## src/rtl/seq_gen.sv

```systemverilog
// Serial pattern generator: shifts a captured pattern out MSB-first, with an
// optional repeat count, a one-cycle idle gap between repeats and a done pulse.
//
// state | meaning
// IDLE  | waiting for start; outputs quiet
// SHIFT | driving one pattern bit per clock
// GAP   | single idle cycle between repetitions
// DONE  | one-cycle done pulse, then back to IDLE
module seq_gen #(
  parameter int WIDTH = 8,
  parameter int REP_W = 4,
  localparam int LEN_W = $clog2(WIDTH + 1)
) (
  input  logic             clk,
  input  logic             rst,
  input  logic             start,
  input  logic [WIDTH-1:0] data_in,
  input  logic [LEN_W-1:0] len,
  input  logic [REP_W-1:0] reps,
  output logic             serOut,
  output logic             valid,
  output logic             busy,
  output logic             done
);

  typedef enum logic [1:0] {IDLE, SHIFT, GAP, DONE} state_t;

  state_t           state;
  logic [WIDTH-1:0] shreg;
  logic [WIDTH-1:0] pat_q;
  logic [LEN_W-1:0] bit_cnt;
  logic [LEN_W-1:0] len_q;
  logic [REP_W-1:0] rep_cnt;

  logic [LEN_W-1:0] len_sat;
  logic [WIDTH-1:0] aligned;
  logic [REP_W-1:0] reps_eff;

  // Left-align the pattern so bit len-1 sits in the MSB of the shift register.
  always_comb begin
    len_sat  = (int'(len) > WIDTH) ? LEN_W'(WIDTH) : len;
    aligned  = data_in << (WIDTH - int'(len_sat));
    reps_eff = (reps == '0) ? REP_W'(1) : reps;
  end

  always_ff @(posedge clk or negedge rst) begin
    if (!rst) begin
      state   <= IDLE;
      shreg   <= '0;
      pat_q   <= '0;
      bit_cnt <= '0;
      len_q   <= '0;
      rep_cnt <= '0;
      serOut  <= 1'b0;
      valid   <= 1'b0;
      busy    <= 1'b0;
      done    <= 1'b0;
    end else begin
      case (state)
        IDLE: begin
          serOut <= 1'b0;
          valid  <= 1'b0;
          busy   <= 1'b0;
          done   <= 1'b0;
          if (start) begin
            if (len_sat != '0) begin
              shreg   <= aligned;
              pat_q   <= aligned;
              bit_cnt <= len_sat;
              len_q   <= len_sat;
              rep_cnt <= reps_eff;
              state   <= SHIFT;
            end else begin
              state <= DONE;
            end
          end
        end

        SHIFT: begin
          serOut <= shreg[WIDTH-1];
          valid  <= 1'b1;
          busy   <= 1'b1;
          // Reload happens at count 1, so neither counter ever wraps.
          if (bit_cnt == LEN_W'(1)) begin
            if (rep_cnt > REP_W'(1)) begin
              rep_cnt <= rep_cnt - REP_W'(1);
              shreg   <= pat_q;
              bit_cnt <= len_q;
              state   <= GAP;
            end else begin
              shreg   <= '0;
              bit_cnt <= '0;
              state   <= DONE;
            end
          end else begin
            shreg   <= {shreg[WIDTH-2:0], 1'b0};
            bit_cnt <= bit_cnt - LEN_W'(1);
          end
        end

        GAP: begin
          serOut <= 1'b0;
          valid  <= 1'b0;
          busy   <= 1'b1;
          state  <= SHIFT;
        end

        DONE: begin
          serOut  <= 1'b0;
          valid   <= 1'b0;
          busy    <= 1'b1;
          done    <= 1'b1;
          rep_cnt <= '0;
          state   <= IDLE;
        end

        default: state <= IDLE;
      endcase
    end
  end

endmodule

```

## config.mk

```make
export PLATFORM = sky130hd
export DESIGN_NAME = seq_gen
export DESIGN_NICKNAME = d
export VERILOG_FILES = /design/src/rtl/seq_gen.sv
export SDC_FILE = /design/constraint.sdc
export NUM_CORES = 1
export LEC_CHECK = 0
export ABC_AREA = 1
export CAP_MARGIN = 0
export CORE_MARGIN = 2
export CORE_UTILIZATION = 56
export DETAILED_ROUTE_END_ITERATION = 8
export GPL_TIMING_DRIVEN = 0
export PLACE_DENSITY_LB_ADDON = 0.25
export REMOVE_ABC_BUFFERS = 1
export SLEW_MARGIN = 20
export SYNTH_ARGS = -nofsm -noshare
export SYNTH_HDL_FRONTEND = slang
export SYNTH_SLANG_ARGS = --single-unit
```

## constraint.sdc

```tcl
create_clock -name clk -period 2.2 [get_ports clk]
set_clock_uncertainty 0.05 [all_clocks]
set_input_delay 0.33 -clock clk [delete_from_list [all_inputs] [get_ports clk]]
set_output_delay 0.33 -clock clk [all_outputs]
set_load 0.02 [all_outputs]
```

==> results of run 1 <==
## layer usage
metal / global-route usage / vias up
li1: - / 1028
met1: 0.376 / 938
met2: 0.388 / 70
met3: 0.0479 / 5
met4: 0.0911 / 0
met5: 0 / -
## power by group
part           total [µW]  leakage [µW]  switching, µW  internal (µW)
Clock                 703     0.0000683            249            454
Combinational        1760      0.000799           1040            721
Sequential           1070      0.000420            155            916
## kinds of logic after synthesis
family	Yosys count	share of synthesized area
XOR/XNOR	1	0.00416
AND/OR/NAND/NOR	142	0.288
adder cells (fa/ha/maj)	10	0.0594
multiplexers	1	0.00534
AO/OA/AOI/OAI	59	0.150
buffers and inverters	46	0.0891
flip-flops	34	0.404
## layout make-up
class	count	area, µm²	area share
clock buffer	5	68.8	0.0259
clock inverter	3	68.8	0.0259
inverter	38	151	0.0569
multi-input combinational	213	1120	0.421
sequential	34	851	0.320
tap	48	60.1	0.0226
timing repair buffer	35	340	0.128
## path summary, 6_finish.rpt
| check | startpoint | endpoint | slack [ns] | depth (start not counted) |
|---|---|---|---|---|
| setup / recovery | state[1] | bit_cnt[1] | 0.12 | 9 |
| hold / removal | rst | busy | 0.36 | 2 |
| setup reg to reg | state[1] | bit_cnt[1] | 0.12 | 9 |
| hold reg to reg | shreg[7] | serOut | 0.43 | 2 |
| max in group asynchronous | rst | len_q[0] | 1.33 | 3 |
| min in group clk | shreg[7] | serOut | 0.43 | 2 |
## state kept, by name, indices dropped and copies added (netlist names)
| register | flops |
|---|---|
| pat_q | 8 |
| shreg | 8 |
| bit_cnt | 4 |
| len_q | 4 |
| rep_cnt | 4 |
| state | 2 |
| busy | 1 |
| done | 1 |
| serOut | 1 |
| valid | 1 |
## cell usage in the layout, fill, tap and decap left out, types with 2 or more instances in the layout
cell / count
buf_4: 10
buf_12: 2
nand4_1: 4
nand3_1: 38
a21oi_1: 18
inv_1: 32
clkdlybuf4s50_1: 20
nand2_2: 2
dfrtp_1: 34
inv_2: 3
nand2_4: 2
nor2_1: 27
clkbuf_8: 5
o22ai_1: 3
nand2_1: 66
clkinvlp_4: 2
a31oi_1: 3
bufinv_16: 2
ha_1: 8
o21ai_0: 32
## stage by stage
step	utilization	TNS, ns	hold WS (ns)	area (µm²)	setup slack (ns)
after floorplan	-	0	-0.0156	2060	0.178
after global placement	0.645	-12.85	0.401	2340	-0.716
after detailed placement	0.649	-13.66	0.145	2360	-0.750
after CTS	0.727	0	0.372	2640	0.156
after global routing	0.732	0	0.396	2660	0.00462
final	0.732	0	0.362	2660	0.119
## worst register-to-register path, stage by stage, from the launching register on
cell and delay [ns]:
dfrtp_1 0.40, inv_1 0.18, ha_4 0.27, clkinvlp_4 0.13, buf_4 0.15, nor2_4 0.25
inv_1 0.12, o22ai_1 0.23, nor2_1 0.09, a21oi_1 0.14
## timing repair
item | in CTS | in global routing
hold buffers | 1 | 0
buffers inserted | 11 | 0
hold endpoints to repair | 6 | 0
pin swaps | 1 | 0
cloned | 0 | 0
setup endpoints to repair | 25 | 4
resized for setup | 12 | 4
==> results.json, run 1 <==
{
  "status": "complete, no violations",
  "worst_pin_slew_ns": 0.496,
  "cts_tree": "yes",
  "yosysTopAreaCell": "dfrtp_1",
  "grt_max_degree": 29,
  "hold_path.class": "primary input to asynchronous set/reset pin",
  "synth_flop_cell": "dfrtp_1",
  "place.gp.congestion": 0.862,
  "antenna_left": 0,
  "vias_per_cell": 5.43,
  "dr_wl_met2_um": 2240,
  "critPathSlowestCell": "dfrtp_1",
  "io_buffers": 22,
  "power.leakage_uw": 0.00129,
  "crit_type": "register to register",
  "async_flop_share": 1.00,
  "clockBufferDepth": 2,
  "max_stage_delay_ns": 0.40,
  "grt_pass1_vias": 1841,
  "dp_cells": 356,
  "hold_viol": 0,
  "hpwl_um": 3280,
  "synth.most_common_cell": "nand2_1",
  "slew_headroom": 0.669,
  "ys_ff_latch": 34,
  "crit_chain": "inv_1 > ha_4 > clkinvlp_4 > buf_4 > nor2_4 > inv_1 > o22ai_1 > nor2_1 > a21oi_1",
  "power_uw": 3540,
  "netlist.area_leader.share": 0.404,
  "setup_viol": 0,
  "grt_overflow": 0,
  "fmax_ghz": 0.480,
  "clock_sinks": 34,
  "highest_layer": "met4",
  "grt_first_pass_wirelength_um": 8480,
  "die-area_um2": 4270,
  "grt_usage": 0.259,
  "drt_iter0_markers": 186,
  "yosysSeqAreaShare": 0.404,
  "num_vias": 2041,
  "wl_met3_um": 258,
  "start_kind": "register",
  "peakVddDrop_mv": 0.720,
  "wl_per_cell_um": 13.1,
  "core_um2": 3630,
  "diodes": 0,
  "final_net_count": 356,
  "wl_um": 4940,
  "finalCritPeriodShare": 0.946,
  "clk_latency_ns": 0.29,
  "synth_area_leaders": "dfrtp_1 (40%), nand2_1 (12%), nand3_1 (9.0%)",
  "die_h_um": 65.3,
  "layout-drive-gt1-share": 0.119,
  "ios": 23,
  "critPathTopFamily": "buffers and inverters",
  "die_w_um": 65.3,
  "syn_area_per_cell_um2": 7.19,
  "clk_pin_slew_ns": 0.08,
  "rsz0062_at_grt": "false",
  "pwr_density_cell_nw_per_um2": 1330,
  "required_ns": 2.37,
  "drc": 0,
  "h-tree-depth": 2,
  "synth_edf_count": 0,
  "cp.arrival_ns": 2.25,
  "syn_inst": 293,
  "syn_to_final_growth_pct": 26.2,
  "cpMostUsedCell": "inv_1",
  "final_cells": 376,
  "cp_max_fo": 13,
  "ys_types": 25,
  "crit_buf_inv": 4,
  "yosys_warnings": 0,
  "firstDrtPassIters": 4,
  "root_buffer": "clkbuf_8",
  "cts_made_buffers": 5,
  "min_period_ns": 2.08,
  "rows": 22,
  "synthesis.area_um2": 2110,
  "start_util": 0.580,
  "cp-end-kind": "register",
  "synth_common_cells": "nand2_1 (68), nand3_1 (38), inv_1 (35)",
  "drv_slew": 0,
  "antenna_found_initial": 0,
  "maxCapViolations": 0,
  "wl_met1_um": 2390,
  "fillerInstances": 299
}
(Power assumes the default switching activity.)
==> inputs of run 2 (changes only) <==
CORE_UTILIZATION = 63   (was 56)
DONT_BUFFER_PORTS = 1   (was unset)
==> run 2 against run 1 <==
- combinational power down 13%
- hold slack worse by 0.22 ns
- core utilization up 0.35 points
- routed wire length down 6.2%
- highest routed layer unchanged
- sequential share of layout area up 5.0 points
- first-iteration DRC count up 1.1%
- global-route usage up 1.3 points
==> results.json, run 2 (synthesis gave the netlist of run 1 again) <==
{
  "status": "complete, no violations",
  "diodes": 0,
  "dr_wl_met2_um": 1960,
  "finalSetupTns_ns": 0,
  "clk_latency_ns": 0.35,
  "highest_layer": "met4",
  "clock_sinks": 34,
  "root_buffer": "clkbuf_4",
  "r2r_end": "bit_cnt[0]",
  "worst_pin_slew_ns": 0.489,
  "die_w_um": 61.8,
  "setup_viol": 0,
  "hold_viol": 0,
  "min_to": "bit_cnt[3]",
  "drc": 0,
  "pwr-share-seq": 0.366,
  "power.leakage_uw": 0.00115,
  "maxCapViolations": 0,
  "start_util": 0.674,
  "finalCritPeriodShare": 0.946,
  "fin_worst_hold_slack_ns": 0.139,
  "p_switching_uw": 1370,
  "num_vias": 1979,
  "start_kind": "register",
  "rows": 20,
  "wl_um": 4630,
  "final_common_cell": "nand2_1",
  "hold_path.class": "primary input to register",
  "die-area_um2": 3820,
  "antenna_left": 0,
  "max_stage_delay_ns": 0.41,
  "cpMostUsedCell": "inv_1",
  "pwr_density_cell_nw_per_um2": 1320,
  "postPlaceCellArea_um2": 2120,
  "layout-drive-gt1-share": 0.0957,
  "hpwl_um": 3120,
  "final_cell_area_um2": 2300,
  "final_net_count": 331,
  "io_buffers": 0,
  "crit_type": "register to register",
  "reg.largest.list": "pat_q (8), shreg (8)",
  "crit_buf_inv": 4,
  "grt_pass1_vias": 1704,
  "critPathSlowestCell": "dfrtp_1",
  "drv_slew": 0,
  "wl_met3_um": 388,
  "utilization": 0.735,
  "required_ns": 2.43,
  "rrSetupSlack_ns": 0.12,
  "fmax_ghz": 0.480,
  "crit_chain": "inv_1 > ha_4 > clkinvlp_4 > buf_4 > nor2_4 > inv_1 > o21ai_0 > nor2_1 > a21oi_1",
  "antenna_found_initial": 0,
  "min_period_ns": 2.08,
  "wl_met1_um": 2220,
  "core_um2": 3130,
  "grt_first_pass_wirelength_um": 7600,
  "final_cell_mix": "nand2_1 (68), nand3_1 (38), inv_1 (34), dfrtp_1 (34), o21ai_0 (32)",
  "drt_iter0_markers": 188,
  "cts_made_buffers": 5,
  "r2r-start": "state[1]",
  "slew_headroom": 0.673,
  "place.gp.congestion": 0.880,
  "cts_tree": "yes",
  "dp_cells": 329,
  "grt_max_degree": 35,
  "grt_usage": 0.272,
  "ios": 23,
  "final_cells": 347,
  "cp.arrival_ns": 2.31,
  "grt_overflow": 0,
  "die_h_um": 61.8,
  "firstDrtPassIters": 5,
  "peakVddDrop_mv": 0.921,
  "wl_per_cell_um": 13.3,
  "cp-end-kind": "register",
  "cp_max_fo": 13,
  "clockBufferDepth": 2,
  "pwr-share-clk": 0.126,
  "vias_per_cell": 5.70,
  "min_from": "len[3]",
  "hold_depth": 2,
  "p_comb_frac": 0.508,
  "critPathTopFamily": "buffers and inverters",
  "worstRegToRegCells": 9,
  "clk_pin_slew_ns": 0.12,
  "netSwitchingFraction": 0.451,
  "internal_power_uw": 1670,
  "h-tree-depth": 2,
  "syn_to_final_growth_pct": 9.15
}
-- run 2: changes by cell type in the layout (fill, tap and decap cells not counted), moves of 2 or more --
cell | before | now
buf_4 | 10 | 8
bufinv_16 | 2 | 0
clkbuf_4 | 0 | 5
clkbuf_8 | 5 | 1
clkdlybuf4s50_1 | 20 | 0
inv_1 | 32 | 34
nand2_1 | 66 | 68
nand2_4 | 2 | 0
-- run 2: stage by stage --
| stage | setup WS [ns] | total power (µW) |
|---|---|---|
| floorplan | 0.178 | 2120 |
| global placement | -0.438 | 2370 |
| detailed placement | -0.412 | 2410 |
| CTS | 0.0779 | 2880 |
| global route | -0.0220 | 3310 |
| finish | 0.119 | 3040 |
-- run 2: final cells by class --
| cell class | instances | area, µm² |
|---|---|---|
| inverter | 38 | 146 |
| clock inverter | 2 | 12.5 |
| timing repair buffer | 10 | 90.1 |
| tap | 44 | 55.1 |
| clock buffer | 6 | 51.3 |
| multi-input combinational | 213 | 1090 |
| sequential | 34 | 851 |
| fill | 265 | 828 |
-- run 2: worst max path at each step --
stage          slack, ns  cells past startpoint         end  startpoint
6_report            0.12                      9  bit_cnt[0]    state[1]
5_1_grt            -0.02                     10  bit_cnt[0]  bit_cnt[1]
4_1_cts             0.08                      9  bit_cnt[1]    state[1]
3_5_place_dp       -0.41                      7  bit_cnt[3]    state[1]
3_3_place_gp       -0.44                      7  bit_cnt[3]    state[1]
2_1_floorplan       0.18                      7  bit_cnt[3]    state[1]
-- run 2: power groups by stage --
| stage | sequential (µW) | combinational (µW) | clock (µW) |
|---|---|---|---|
| 3_5_place_dp | 1120 | 1300 | 0 |
| 4_1_cts | 1110 | 1400 | 383 |
| 6_report | 1110 | 1540 | 382 |
| 5_1_grt | 1140 | 1750 | 409 |
| 2_1_floorplan | 1080 | 1040 | 0 |
| 3_3_place_gp | 1100 | 1270 | 0 |
-- run 2: layer usage --
| layer | GRT usage | vias to the layer above |
|---|---|---|
| li1 | - | 980 |
| met1 | 0.404 | 910 |
| met2 | 0.400 | 84 |
| met3 | 0.0435 | 5 |
| met4 | 0.100 | 0 |
| met5 | 0 | - |
-- run 2: repair_timing --
action	in CTS	in global routing
hold buffers	2	0
resized for setup	4	1
endpoints found under the setup margin	14	8
hold endpoints to repair	34	0
buffers inserted	3	5
pin swaps	0	1
gates cloned	0	0
==> inputs of run 3 (changes only) <==
CTS_CLUSTER_SIZE = 20   (was unset)
==> results of run 3 <==
Final layout, timing and power as in run 2 (identical DEF).
==> variant 1: new RTL, settings of run 1 <==
Register the inputs `start`, `data_in`, `len` and `reps` before use, with the module's reset. The logic sees them one clock later.
--- a/src/rtl/seq_gen.sv
+++ b/src/rtl/seq_gen.sv
@@ -25,6 +25,25 @@
 
   typedef enum logic [1:0] {IDLE, SHIFT, GAP, DONE} state_t;
 
+  logic start_q;
+  logic [WIDTH-1:0] data_q;
+  logic [LEN_W-1:0] len_r;
+  logic [REP_W-1:0] reps_q;
+
+  always_ff @(posedge clk or negedge rst) begin
+    if (!rst) begin
+      start_q <= '0;
+      data_q  <= '0;
+      len_r   <= '0;
+      reps_q  <= '0;
+    end else begin
+      start_q <= start;
+      data_q  <= data_in;
+      len_r   <= len;
+      reps_q  <= reps;
+    end
+  end
+
   state_t           state;
   logic [WIDTH-1:0] shreg;
   logic [WIDTH-1:0] pat_q;
@@ -38,9 +57,9 @@
 
   // Left-align the pattern so bit len-1 sits in the MSB of the shift register.
   always_comb begin
-    len_sat  = (int'(len) > WIDTH) ? LEN_W'(WIDTH) : len;
-    aligned  = data_in << (WIDTH - int'(len_sat));
-    reps_eff = (reps == '0) ? REP_W'(1) : reps;
+    len_sat  = (int'(len_r) > WIDTH) ? LEN_W'(WIDTH) : len_r;
+    aligned  = data_q << (WIDTH - int'(len_sat));
+    reps_eff = (reps_q == '0) ? REP_W'(1) : reps_q;
   end
 
   always_ff @(posedge clk or negedge rst) begin
@@ -62,7 +81,7 @@
           valid  <= 1'b0;
           busy   <= 1'b0;
           done   <= 1'b0;
-          if (start) begin
+          if (start_q) begin
             if (len_sat != '0) begin
               shreg   <= aligned;
               pat_q   <= aligned;
Behaviour: not the same (Yosys sat finds a counterexample within 4 cycles, from zero or initial values and one cycle with rst low).
==> variant 1 against run 1 <==
Clock power fell by 21%; routed wire length rose by 3.9%; sequential cell count rose by 17; count of clock-buffer cells in the layout did not move; fmax rose by 3.3%; non-clock buffer count fell by 11; total power rose by 4.2%; setup slack improved by 66 ps; design area rose by 13%; area after synthesis rose by 24%; largest cell class is now registers; largest power group unchanged.
==> variant 1: results <==
set metrics [dict create \
    synthTopCellsByCount "nand2_1, dfrtp_1, nand3_1" \
    gp_routability_congestion 0.855 \
    pre_cts_ws_ps -313 \
    hp-start "len[3]" \
    yosys-top-cells-area "dfrtp_1, nand2_1, nand3_1" \
    arrival_ps 2210 \
    p_leak_nw 1.42 \
    cts_buffers 5 \
    timing.rr.end "shreg[1]$_DFFE_PN0P_" \
    dr.pass1.iters 4 \
    cpLargestDelayFamily "simple AND/OR/NAND/NOR gates" \
    rrSetupSlack_ps 180 \
    drt_iter0_markers 181 \
    clk_path_buf_depth 2 \
    post-dp-hpwl_um 3630 \
    viasPerCell 5.49 \
    rr_startpoint "len_r[3]$_DFF_PN0_" \
    crit_type "reg2reg" \
    min_period_ps 2020 \
    nets 357 \
    grtUsageTotal 0.228 \
    cts_max_level 2 \
    grt_antenna_before_repair 0 \
    place_area_um2 2860 \
    run_status "completed" \
    n_fill_cell 355 \
    grt_pass1_wl_um 9130 \
    grt_max_degree 33 \
    vdd_ir_drop_max_v 0.000590 \
    cts_root_buffer "clkbuf_8" \
    setup-tns-final_ps 0 \
    clkLatencyLatePin_ps 310 \
    hold_depth 1 \
    diodes 0 \
    min_to "len_r[3]$_DFF_PN0_" \
    p_sw_mw 1.58 \
    cpPeakStageDelay_ps 440 \
    hp-class "in2reg" \
    clkTransAtPathRegs_ps 100 \
    ff2ff_path_depth 11 \
    pg_comb_mw 1.69 \
    drive_gt1_frac 0.143 \
    ys_seq_area_frac 0.489 \
    cp-end-kind "flop" \
    grt_pass1_vias 2017 \
    place.port_buffers 22 \
    top_regs "data_q x8, pat_q x8, shreg x8" \
    path_max_fanout 16 \
    critPathSlowestCell "dfrtp_2" \
    seqPwrFrac 0.389 \
    synth_top_cell_by_area "dfrtp_1" \
    tightest_slew_ps 440 \
    yosys_warnings 0 \
    async_reset_ff_frac 1.00 \
    wirelength_um 5130 \
    ys_types 35 \
]
variant 1: cell families (layout without fill, tap and decap cells):
kind of cell / count (synthesis) / after routing / synth area share
simple gates: 155 / 155 / 0.292
flops: 51 / 51 / 0.489
buf+inv: 37 / 62 / 0.0642
fa+ha+maj: 10 / 10 / 0.0479
compound gates: 48 / 50 / 0.103
mux: 1 / 1 / 0.00431
variant 1: final cells by class:
type,instances,share of cell area
Inverter,30,0.0374
Clock buffer,5,0.0229
Tap cell,52,0.0216
Multi-Input combinational cell,216,0.404
Timing Repair Buffer,24,0.0815
Sequential cell,51,0.425
Clock inverter,3,0.00749
variant 1: routing by layer:
layer | share of wire | vias up | global-route usage | routed length [um]
met5 | 0 | - | 0 | 0
met4 | 0.016 | 0 | 0.0901 | 82
met1 | 0.47 | 977 | 0.306 | 2390
met2 | 0.47 | 51 | 0.364 | 2430
met3 | 0.045 | 6 | 0.0472 | 230
li1 | - | 1058 | - | -
variant 1: what timing repair did:
item / 4_1_cts / 5_1_grt
gates resized for setup: 3 / 5
setup buffers: 0 / 0
setup endpoints to repair: 12 / 18
pin swaps: 1 / 0
hold endpoints to repair: 19 / 0
hold buffers: 1 / 0
gates cloned: 1 / 1
variant 1: per-stage QoR:
step / utilization / total power, mW / hold WS [ps] / instances
2_1_floorplan: - / 2.60 / -15.6 / 295
3_3_place_gp: 0.644 / 2.97 / 411 / 369
3_5_place_dp: 0.647 / 3.04 / 248 / 370
4_1_cts: 0.675 / 3.65 / 384 / 380
5_1_grt: 0.681 / 4.01 / 380 / 381
6_report: 0.681 / 3.68 / 391 / 381
==> variant 2: new RTL, config.mk and constraints of run 1 <==
Without the edit above. The parameter `REP_W` goes from 4 to 5.
--- a/src/rtl/seq_gen.sv
+++ b/src/rtl/seq_gen.sv
@@ -8,7 +8,7 @@
 // DONE  | one-cycle done pulse, then back to IDLE
 module seq_gen #(
   parameter int WIDTH = 8,
-  parameter int REP_W = 4,
+  parameter int REP_W = 5,
   localparam int LEN_W = $clog2(WIDTH + 1)
 ) (
   input  logic             clk,
Interface: changed (resized reps); port bits go from 23 to 24. The function was not compared with the original's and may differ.
==> variant 2 against run 1 <==
First-iteration DRC count up 2.2%; sequential power grew 6%; fmax up 0.90%; area after synthesis up 7.3%; sequential share of layout area down 0.68 points; global-route usage increased by 0.14 points; design area rose by 5.2%; utilization fell by 2.2 points; sequential cell count rose by 1; routed wire length up 5.7%; setup slack improved by 19 ps; total power is 1.8% lower; largest power group unchanged.
==> variant 2: results <==
set metrics [dict create \
    run_status "completed" \
    p_sw_mw 1.53 \
    clk_path_buf_depth 2 \
    cpPeakStageDelay_ps 310 \
    yosys-top-cells-area "dfrtp_1, nand2_1, nand3_1" \
    slew_headroom 0.768 \
    place_area_um2 2520 \
    ff2ff_path_depth 12 \
    drt_iter0_markers 190 \
    synthTopCellsByCount "nand2_1, nand3_1, dfrtp_1" \
    post-dp-hpwl_um 3660 \
    rr_startpoint "bit_cnt[1]$_DFFE_PN0P_" \
    ys_seq_area_frac 0.387 \
    critPathSlowestCell "clkdlybuf4s15_2" \
    place_inst 370 \
    ant_nets 0 \
    cpLargestDelayFamily "simple AND/OR/NAND/NOR gates" \
    synthCells 302 \
    diodes 0 \
    cts_root_buffer "clkbuf_8" \
    clkLatencyLatePin_ps 290 \
    yosys_warnings 0 \
    grtUsageTotal 0.260 \
    arrival_ps 2190 \
    via_count 2109 \
    dr.pass1.iters 7 \
    place.port_buffers 23 \
    rrSetupSlack_ps 170 \
    ys_types 35 \
    drive_gt1_frac 0.168 \
    ys.flop_type "dfrtp_1" \
    path_max_fanout 10 \
    top_regs "pat_q x8, shreg x8, rep_cnt x5" \
    route.detailed.drc 0 \
    wirelength_um 5220 \
    p_leak_nw 1.36 \
    cts_max_level 2 \
    grt_pass1_vias 1973 \
    async_reset_ff_frac 1.00 \
    fin_cells 390 \
    timing.rr.end "rep_cnt[3]$_DFFE_PN0P_" \
    clkTransAtPathRegs_ps 70 \
    gp_routability_congestion 0.867 \
    grt_antenna_before_repair 0 \
    grt_pass1_wl_um 8780 \
    grt_max_degree 30 \
    hp-class "in2async" \
    vdd_ir_drop_max_v 0.00101 \
    cts_buffers 5 \
]
variant 2: kinds of logic after synthesis:
group | count (synthesis) | share of synthesized area
buf+inv | 49 | 0.0919
xor+xnor | 3 | 0.0149
flops | 35 | 0.387
mux | 1 | 0.00498
fa+ha+maj | 10 | 0.0553
simple gates | 148 | 0.304
compound gates | 56 | 0.141
variant 2: layout make-up:
| type | count | area (um2) |
|---|---|---|
| Timing Repair Buffer | 38 | 362 |
| Sequential cell | 35 | 876 |
| Inverter | 43 | 166 |
| Clock buffer | 6 | 72.6 |
| Tap cell | 50 | 62.6 |
| Fill cell | 291 | 1150 |
| Multi-Input combinational cell | 218 | 1260 |
variant 2: worst max path at each step:
stage | from | to | slack, ps | cells past startpoint
finish | len[0] | pat_q[6]$_DFFE_PN0P_ | 140 | 14
global route | bit_cnt[1]$_DFFE_PN0P_ | rep_cnt[3]$_DFFE_PN0P_ | -5 | 12
CTS | state[1]$_DFFE_PN0P_ | shreg[2]$_DFFE_PN0P_ | 10 | 8
detailed placement | len[0] | shreg[4]$_DFFE_PN0P_ | -1150 | 12
global placement | len[0] | shreg[4]$_DFFE_PN0P_ | -1110 | 12
floorplan | state[1]$_DFFE_PN0P_ | shreg[4]$_DFFE_PN0P_ | -3 | 7
variant 2: power groups by stage:
stage | clock network, mW | registers [mW] | logic (mW)
3_3_place_gp | 0 | 1.11 | 1.61
4_1_cts | 0.436 | 1.12 | 1.82
2_1_floorplan | 0 | 1.12 | 1.21
6_report | 0.427 | 1.13 | 1.92
3_5_place_dp | 0 | 1.12 | 1.66
5_1_grt | 0.455 | 1.16 | 2.17
variant 2: through the flow:
step,setup WS (ps),power [mW],utilization,hold WS (ps),setup TNS [ps]
global route,-5.04,3.79,0.709,378,-5.63
floorplan,-2.96,2.33,-,-15.6,-2.96
CTS,10.7,3.37,0.686,362,0
finish,137,3.47,0.709,365,0
global placement,-1110,2.72,0.636,402,-19590
detailed placement,-1150,2.79,0.640,139,-20170
variant 2: per-layer routing:
| layer | part of all wire | vias to the layer above | wire length (um) | track usage |
|---|---|---|---|---|
| li1 | - | 1074 | - | - |
| met1 | 0.45 | 949 | 2370 | 0.339 |
| met2 | 0.48 | 78 | 2480 | 0.424 |
| met3 | 0.049 | 8 | 258 | 0.0550 |
| met4 | 0.020 | 0 | 106 | 0.0969 |
| met5 | 0 | - | 0 | 0 |
variant 2: timing repair:
item / 4_1_cts / 5_1_grt
setup endpoints to repair: 29 / 22
hold buffers: 1 / 0
hold endpoints to repair: 6 / 0
setup buffers: 6 / 7
resized for setup: 15 / 9
pin swaps: 1 / 4
